## config.mk

```make
export PLATFORM = sky130hd
export DESIGN_NAME = tff_toggle_arbiter_flat
export DESIGN_NICKNAME = d
export VERILOG_FILES = /design/src/rtl/tff_ctrl_pkg.sv /design/src/rtl/tff_toggle_arbiter_if.sv /design/src/rtl/tff_cell.sv /design/src/rtl/tff_toggle_arbiter.sv /design/src/flat_wrapper.sv
export SDC_FILE = /design/constraint.sdc
export NUM_CORES = 1
export LEC_CHECK = 0
export CORE_ASPECT_RATIO = 0.8
export CORE_MARGIN = 2
export CORE_UTILIZATION = 52
export DETAILED_ROUTE_END_ITERATION = 8
export GPL_TIMING_DRIVEN = 1
export PLACE_DENSITY_LB_ADDON = 0.3
export SKIP_CTS_REPAIR_TIMING = 1
export SLEW_MARGIN = 30
export SYNTH_ARGS = -nofsm -noshare
export SYNTH_HDL_FRONTEND = slang
export SYNTH_SLANG_ARGS = --single-unit
```

## constraint.sdc

```tcl
create_clock -name clk -period 3.7 [get_ports clk]
set_input_delay 0.555 -clock clk [delete_from_list [all_inputs] [get_ports clk]]
set_output_delay 0.555 -clock clk [all_outputs]
set_load 0.02 [all_outputs]
```

## src/rtl/tff_ctrl_pkg.sv

```systemverilog
// Shared types and the round-robin pick helper for the TFF toggle arbiter.
package tff_ctrl_pkg;

    typedef enum logic {
        IDLE    = 1'b0,
        HOLDOFF = 1'b1
    } state_t;

    // First set bit of elig searching upward from last+1 with wrap over n requesters.
    function automatic int rr_pick(input logic [7:0] elig, input int last, input int n);
        int pick;
        int c;
        pick = 0;
        for (int k = 8; k >= 1; k--) begin
            if (k <= n) begin
                c = last + k;
                if (c >= n) c = c - n;
                if (elig[c[2:0]]) pick = c;
            end
        end
        return pick;
    endfunction

endpackage

```

## src/rtl/tff_toggle_arbiter_if.sv

```systemverilog
// Request/grant handshake bundle between requesters and the TFF toggle arbiter.
interface tff_toggle_arbiter_if #(
    parameter int NREQ = 4,
    parameter int IDXW = 3
);
    localparam int GIDW = $clog2(NREQ);

    logic [NREQ-1:0]      req;
    logic [NREQ*IDXW-1:0] req_idx;
    logic [NREQ-1:0]      ack;
    logic [GIDW-1:0]      grant_id;

    modport master (output req, output req_idx, input ack, input grant_id);
    modport slave  (input req, input req_idx, output ack, output grant_id);
endinterface

```

## src/rtl/tff_cell.sv

```systemverilog
// Single T flip-flop; clear wins over toggle.
module tff_cell (
    input  logic clk,
    input  logic rst,
    input  logic i_t,
    input  logic i_clr,
    output logic o_q
);
    logic r_q;

    always_ff @(posedge clk or posedge rst) begin
        if (rst)        r_q <= 1'b0;
        else if (i_clr) r_q <= 1'b0;
        else if (i_t)   r_q <= ~r_q;
    end

    assign o_q = r_q;
endmodule

```

## src/rtl/tff_toggle_arbiter.sv

```systemverilog
// Round-robin arbiter applying one toggle per grant to a bank of T flip-flops.
// Optional macro TFF_TOGGLE_CNT_EN adds the o_toggle_cnt applied-toggle counter.
module tff_toggle_arbiter
    import tff_ctrl_pkg::*;
#(
    parameter int NREQ  = 4,
    parameter int WIDTH = 8,
    parameter int IDXW  = 3,
    parameter int HOLDW = 4
) (
    input  logic                 clk,
    input  logic                 rst,
    tff_toggle_arbiter_if.slave  bus,
    input  logic                 i_clr,
    input  logic [HOLDW-1:0]     i_holdoff_cfg,
    output logic [WIDTH-1:0]     o_q,
    output logic                 o_busy,
    output logic                 o_err
`ifdef TFF_TOGGLE_CNT_EN
    ,
    output logic [15:0]          o_toggle_cnt
`endif
);
    localparam int GIDW = $clog2(NREQ);

    state_t           r_state;
    state_t           w_state_nxt;
    logic [HOLDW-1:0] r_hold;
    logic [HOLDW-1:0] w_hold_nxt;
    logic [GIDW-1:0]  r_last;
    logic [GIDW-1:0]  r_grant_id;
    logic [GIDW-1:0]  w_g;
    logic [NREQ-1:0]  r_ack;
    logic [NREQ-1:0]  w_elig;
    logic [7:0]       w_elig8;
    logic [IDXW-1:0]  w_idx;
    logic             w_grant;
    logic             w_in_range;
    logic             r_err;
    logic [WIDTH-1:0] w_t;

    // The requester acked this cycle is masked so a lingering req is not re-granted.
    assign w_elig = bus.req & ~r_ack;

    always_comb begin
        w_elig8             = '0;
        w_elig8[NREQ-1:0]   = w_elig;
    end

    assign w_g        = GIDW'(rr_pick(w_elig8, int'(r_last), NREQ));
    assign w_grant    = (r_state == IDLE) && (|w_elig) && !i_clr;
    assign w_idx      = bus.req_idx[int'(w_g)*IDXW +: IDXW];
    assign w_in_range = (32'(w_idx) < 32'(WIDTH));

    always_comb begin
        w_t = '0;
        for (int i = 0; i < WIDTH; i++) begin
            w_t[i] = w_grant && w_in_range && (32'(w_idx) == 32'(i));
        end
    end

    for (genvar gi = 0; gi < WIDTH; gi++) begin : g_bank
        tff_cell u_cell (
            .clk   (clk),
            .rst   (rst),
            .i_t   (w_t[gi]),
            .i_clr (i_clr),
            .o_q   (o_q[gi])
        );
    end

    always_ff @(posedge clk or posedge rst) begin
        if (rst) begin
            r_state <= IDLE;
            r_hold  <= '0;
        end else begin
            r_state <= w_state_nxt;
            r_hold  <= w_hold_nxt;
        end
    end

    // The grant cycle itself counts as the first of the H hold-off cycles.
    always_comb begin
        w_state_nxt = r_state;
        w_hold_nxt  = r_hold;
        case (r_state)
            IDLE: begin
                if (w_grant && (i_holdoff_cfg != '0)) begin
                    w_state_nxt = HOLDOFF;
                    w_hold_nxt  = i_holdoff_cfg;
                end
            end
            HOLDOFF: begin
                w_hold_nxt = r_hold - HOLDW'(1);
                if (r_hold == HOLDW'(1)) w_state_nxt = IDLE;
            end
            default: begin
                w_state_nxt = IDLE;
                w_hold_nxt  = '0;
            end
        endcase
    end

    always_ff @(posedge clk or posedge rst) begin
        if (rst) begin
            r_ack      <= '0;
            r_last     <= GIDW'(NREQ - 1);
            r_grant_id <= '0;
            r_err      <= 1'b0;
        end else begin
            r_ack <= '0;
            if (w_grant) begin
                r_ack[w_g] <= 1'b1;
                r_last     <= w_g;
                r_grant_id <= w_g;
                if (!w_in_range) r_err <= 1'b1;
            end
        end
    end

`ifdef TFF_TOGGLE_CNT_EN
    logic [15:0] r_toggle_cnt;

    always_ff @(posedge clk or posedge rst) begin
        if (rst)                       r_toggle_cnt <= '0;
        else if (w_grant && w_in_range) r_toggle_cnt <= r_toggle_cnt + 16'd1;
    end

    assign o_toggle_cnt = r_toggle_cnt;
`endif

    assign bus.ack      = r_ack;
    assign bus.grant_id = r_grant_id;
    assign o_busy       = (r_state == HOLDOFF);
    assign o_err        = r_err;
endmodule

```

## src/flat_wrapper.sv

```systemverilog
// flat-port wrapper written by rule: the top's interface ports become plain ports
module tff_toggle_arbiter_flat import tff_ctrl_pkg::*;
#(
    parameter int NREQ  = 4,
    parameter int WIDTH = 8,
    parameter int IDXW  = 3,
    parameter int HOLDW = 4
)
  (clk, rst, i_clr, i_holdoff_cfg, o_q, o_busy, o_err, bus_req, bus_req_idx, bus_ack, bus_grant_id);
  tff_toggle_arbiter_if #(.NREQ(NREQ), .IDXW(IDXW)) bus_i ();
  input  logic clk;
  input  logic rst;
  input  logic i_clr;
  input  logic [HOLDW-1:0] i_holdoff_cfg;
  output logic [WIDTH-1:0] o_q;
  output logic o_busy;
  output logic o_err;
  input wire logic [$bits(bus_i.req)-1:0] bus_req;
  input wire logic [$bits(bus_i.req_idx)-1:0] bus_req_idx;
  output wire logic [$bits(bus_i.ack)-1:0] bus_ack;
  output wire logic [$bits(bus_i.grant_id)-1:0] bus_grant_id;
  assign bus_i.req = bus_req;
  assign bus_i.req_idx = bus_req_idx;
  assign bus_ack = bus_i.ack;
  assign bus_grant_id = bus_i.grant_id;
  tff_toggle_arbiter #(.NREQ(NREQ), .WIDTH(WIDTH), .IDXW(IDXW), .HOLDW(HOLDW)) u_core (.clk(clk), .rst(rst), .bus(bus_i), .i_clr(i_clr), .i_holdoff_cfg(i_holdoff_cfg), .o_q(o_q), .o_busy(o_busy), .o_err(o_err));
endmodule
```

Word-level counts from Yosys, hierarchy flattened
Cells that the tools add are included.

storage, ports and cells
  logic and storage cells = 118
  register bits = 21

operators by class
  muxes and demuxes = 40
  add/subtract/negate cells = 9
  magnitude comparators = 10
  bitwise gates (word level) = 11
  equal/unequal tests = 9
  reductions and logical operators = 24
  multiply operators = 1
  shift operators = 1

operator list
  kind                                                   count
  >= comparator 32 x 4 -> 1 bit (second input constant)  3
  indexed part select 12 x 32 -> 3 bit                   1
  two-way mux 1 bit                                      23
  < comparator 3 x 4 -> 1 bit (second input constant)    4
  nonzero test 2 bit                                     8
  binary-select mux 1 bit (select 3 bit)                 4
  == test 3 bit (second input constant)                  4
  logical AND 1 bit                                      12
  two-way mux 3 bit                                      4
  subtractor 3 bit (second input constant)               4
  NOT 1 bit                                              9
  two-way mux 2 bit                                      4
  two-way mux 4 bit                                      2
  one-hot mux 4 bit (2 select lines)                     1
  adder 2 x 2 -> 3 bit (second input constant)           2
  == test 3 x 2 -> 1 bit (second input constant)         2
  adder 2 x 3 -> 4 bit (second input constant)           1
  AND 4 bit                                              1
  == test 4 x 1 -> 1 bit (second input constant)         1
  >= comparator 4 x 3 -> 1 bit (second input constant)   1
  multiplier 2 x 2 -> 4 bit (second input constant)      1
  NOT 4 bit                                              1
  nonzero test 4 bit                                     1
  OR reduction 4 bit                                     1
  10 further kinds                                       10

Logic depth before layout (Yosys ltp)
  depth in word-level cells = 15
  mapped depth = 8

By module
From an unflattened synthesis, not the netlist that was laid out.

second synthesis, totals
  cells, all modules = 142
  area, all modules = 1,337.5 µm²

by module, submodules not included
  module              times used  cells an instance  area each (µm²)
  tff_toggle_arbiter  1           110                1,007.2
  tff_cell            8           4                  41.3

Least setup slack after synthesis
OpenSTA, ideal clock, no wires.

  path type = input-to-reg
  start = input bus_req[3]
  end = register u_core.g_bank[4].u_cell.r_q
  path slack = 1,202 ps
  setup time = 79 ps
  stages = 8
  buffers on the path = 1
  data arrival time = 2,419 ps
  cell sequence = nor2b_2 nor2_1 o311ai_2 buf_6 mux2i_2 nand3_1 a2111oi_2 mux2i_1

on the way
  longest elaborated chain between the ends = 12
  elaborated cells between the ends (all ways) = 21
  those cells by class = 1 x mul; 1 x eq/ne; 1 x shift; 12 x mux; 1 x bitwise; 5 x reduce/logical

RTL lines
  what                                     RTL line                  text
  start, declared                          flat_wrapper.sv:18        input wire logic [$bits(bus_i.req)-1:0] bus_req;
  AND 4 bit (*)                            tff_toggle_arbiter.sv:43  assign w_elig = bus.req & ~r_ack;
  binary-select mux 1 bit (select 3 bit)   tff_ctrl_pkg.sv:18        if (elig[c[2:0]]) pick = c;
  two-way mux 1 bit (not written as such)  tff_ctrl_pkg.sv:18
  two-way mux 2 bit (4 in series)          tff_ctrl_pkg.sv:18
  multiplier 2 x 2 -> 4 bit                tff_toggle_arbiter.sv:52  assign w_idx = bus.req_idx[int'(w_g)*IDXW +: IDXW];
  indexed part select 12 x 32 -> 3 bit     tff_toggle_arbiter.sv:52
  == test 3 bit                            tff_toggle_arbiter.sv:58  w_t[i] = w_grant && w_in_range && (32'(w_idx) == 32'(i));
  logical AND 1 bit (*)                    tff_toggle_arbiter.sv:58
  nonzero test 2 bit (no source line) (*)  -
  end signal, assigned                     tff_cell.sv:14            else if (i_t) r_q <= ~r_q;
  end, declared                            tff_cell.sv:9             logic r_q;

Mark *: on every way between the ends. The rest lies on a longest branch, timed or not. The select of a mux whose other input is x is not followed.
A chain may end at the register's enable or synchronous reset.

Worst setup path in the final report
Same ends and word-level chain as after synthesis.

==> flow_metrics.py <==
metrics = {
    "outcome": {
        "status": "finished, final reports clean",
    },
    "cells_and_area": {
        "layout-drive-gt1-share_pct": 13.1,
        "layout.nets": 203,
        "diodes": 0,
        "syn_to_final_growth_pct": 24.6,
    },
    "timing": {
        "relSlewSlack_pct": 46.6,
        "setup_slack_ns": 0.690,
        "rsz0062_at_grt": "false",
        "clock_skew_ns": 0.0180,
        "max_freq_ghz": 0.332,
        "min_period_over_period_pct": 81.4,
        "finalCriticalPeriod_ns": 3.01,
        "tns_ns": 0,
        "hold_viol": 0,
        "worstMarginPinSlew_ns": 0.800,
        "whs_ns": 0.488,
        "finalMaxSlewViolations": 0,
        "setup_viol": 0,
    },
    "clock_tree": {
        "clockBufferDepth": 2,
        "cts_buffers": 3,
        "h-tree-depth": 1,
        "clkLatencyLatePin_ns": 0.32,
        "cts_tree": "built",
        "cts-root-buf": "clkbuf_4",
        "clkSinkCount": 21,
        "path_clk_slew_ns": 0.13,
    },
    "global_routing": {
        "grt_pass1_vias": 1134,
        "antenna_found_initial": 0,
        "grt_max_degree": 22,
        "globalRouteOverflowTotal": 0,
        "grt_pass1_wl_mm": 5.35,
        "grt_usage_pct": 21.4,
    },
    "floorplanning": {
        "die_area_mm2": 0.00329,
        "die_h_um": 51.7,
        "core_area_mm2": 0.00272,
        "ioPinCount": 39,
        "die_x_um": 63.6,
        "initial_utilization_pct": 54.3,
        "rows": 17,
    },
    "route": {
        "drt-met1-wl_mm": 1.44,
        "wl_met3_um": 188,
        "ant_nets": 0,
        "route.detailed.drc": 0,
        "vias": 1210,
        "wire_per_inst_um": 15.2,
        "drtPass1Iterations": 4,
        "drtIter0Drc": 61,
        "route.met2.wl_mm": 1.61,
        "wl_mm": 3.26,
        "via_per_inst": 5.65,
        "top_layer_used": "met4",
    },
    "worst_setup_path": {
        "critPathRequiredTime_ns": 3.96,
        "worstSetupEndpointType": "register",
        "cp_max_fo": 6,
        "startpoint_type": "input pin",
        "critical_path_class": "in2reg",
        "cp.arrival_ns": 3.27,
    },
    "synthesis": {
        "synth_ff_type": "dfrtp_1",
        "synth-seq-cells": 21,
        "synth_top_family_by_area": "compound AO/OA/AOI/OAI gates",
        "synth-simple-area-share_pct": 17.2,
        "synth_cells": 146,
        "seq_area_frac_synth_pct": 35.7,
        "synth_xor_xnor_area_share_pct": 0.592,
        "synth_top_area_share_pct": 32.1,
        "synth_compound_area_share_pct": 25.6,
        "yosys-top-cells-area": "dfrtp_1, mux2i_1, buf_4",
        "synth_fp_nets": 172,
        "synth_top_cell_by_area": "dfrtp_1",
        "synth_fa_ha_area_share_pct": 2.54,
        "synth_cell_types": 55,
        "synth-async-reset-ratio_pct": 100,
        "syn-cell-area_mm2": 0.00148,
        "postSynthAreaPerCell_um2": 10.1,
        "synth_most_common_cell": "dfrtp_1",
        "synth.area.mux_share_pct": 9.90,
        "ys_warn_count": 0,
        "synth_edf_count": 0,
        "yosys-top-cells-count": "dfrtp_1, mux2i_1, nand2b_1",
    },
    "placement": {
        "pre_cts_ws_ns": 0.394,
        "dpl.hpwl_mm": 2.49,
        "routabilityCongestion": 0.807,
        "port_buffers": 37,
    },
    "pwr": {
        "power_w": 0.00133,
        "p_leak_nw": 0.775,
        "power_density_mw_per_mm2": 719,
        "ir_drop_mv": 0.401,
    },
    "hold_path": {
        "min_path_type": "reg2reg",
    },
    "flow_run": {
        "cap_violations": 0,
    },
}
placed cells by master (no fill, tap or decap), drive strengths merged, types with 3 or more instances in the layout:
cell           Yosys  routed
a211oi             3       3
a21oi              3       3
and2b              3       3
clkbuf             1       3
clkdlybuf4s50      0      37
dfrtp             19      19
ha                 3       3
inv                6       6
mux2i             12      12
nand2              7       7
nand2b            10      10
nand3              4       4
nor2               9       9
nor3               4       4
nor3b              3       3
o211ai             3       3
o21ai              4       4
state kept, by name (all words and copies together) (netlist names):
name and flops:
u_core.r_last 2, u_core.r_hold 4, u_core.g_bank.u_cell.o_q 8, u_core.bus.grant_id 2, u_core.o_busy 1, u_core.bus.ack 4
per-stage QoR:
stage	instances	utilization (%)	cell area [um^2]
detailed placement	210	66.6	1810
global placement	210	66.6	1810
CTS	214	67.7	1840
finish	214	67.7	1840
global route	214	67.7	1840
floorplan	146	-	1480
final timing paths:
check | startpoint | end | slack [ns] | depth (start not counted)
setup / recovery | bus_req[3] | u_core.g_bank[4].u_cell.o_q | 0.69 | 8
hold / removal | u_core.g_bank[3].u_cell.o_q | u_core.g_bank[3].u_cell.o_q | 0.49 | 1
setup reg to reg | u_core.r_last[0] | u_core.g_bank[4].u_cell.o_q | 0.85 | 7
hold reg to reg | u_core.g_bank[3].u_cell.o_q | u_core.g_bank[3].u_cell.o_q | 0.49 | 1
max in group asynchronous | rst | u_core.r_hold[1] | 2.51 | 2
min in group asynchronous | rst | u_core.g_bank[6].u_cell.o_q | 0.68 | 2
final cells by class:
| type | instances | area (um^2) |
|---|---|---|
| tap | 38 | 47.5 |
| sequential | 21 | 528 |
| clock buffer | 3 | 22.5 |
| multi-input combinational | 106 | 830 |
| inverter | 6 | 22.5 |
| fill | 240 | 880 |
| timing repair buffer | 39 | 385 |
| clock inverter | 1 | 7.51 |
critical path, cell delays in order:
cell and delay, ns:
clkdlybuf4s50_1 0.46, nor2b_2 0.25, nor2_1 0.13, o311ai_2 0.63, mux2i_1 0.44, nand3_1 0.17, a2111oi_2 0.38, mux2i_1 0.23
power breakdown:
group,internal (W),leakage [nW],switching [W]
Combinational,0.000360,0.493,0.000446
Clock,0.0000413,0.0139,0.0000754
Sequential,0.000315,0.269,0.0000865
Total,0.000717,0.775,0.000608
per-layer routing:
layer	vias to the layer above	GRT usage, %
li1	594	-
met1	570	26.7
met2	44	37.0
met3	2	5.84
met4	0	5.43
met5	-	0
cells by family after synthesis:
| kind of cell | after synthesis |
|---|---|
| adders and majority gates | 3 |
| buffers and inverters | 19 |
| DFF | 21 |
| AOI/OAI and AO/OA | 41 |
| and+or+nand+nor | 46 |
| other | 1 |
| xor gates and xnor gates | 1 |
| muxes | 14 |
(Power assumes the default switching activity.)
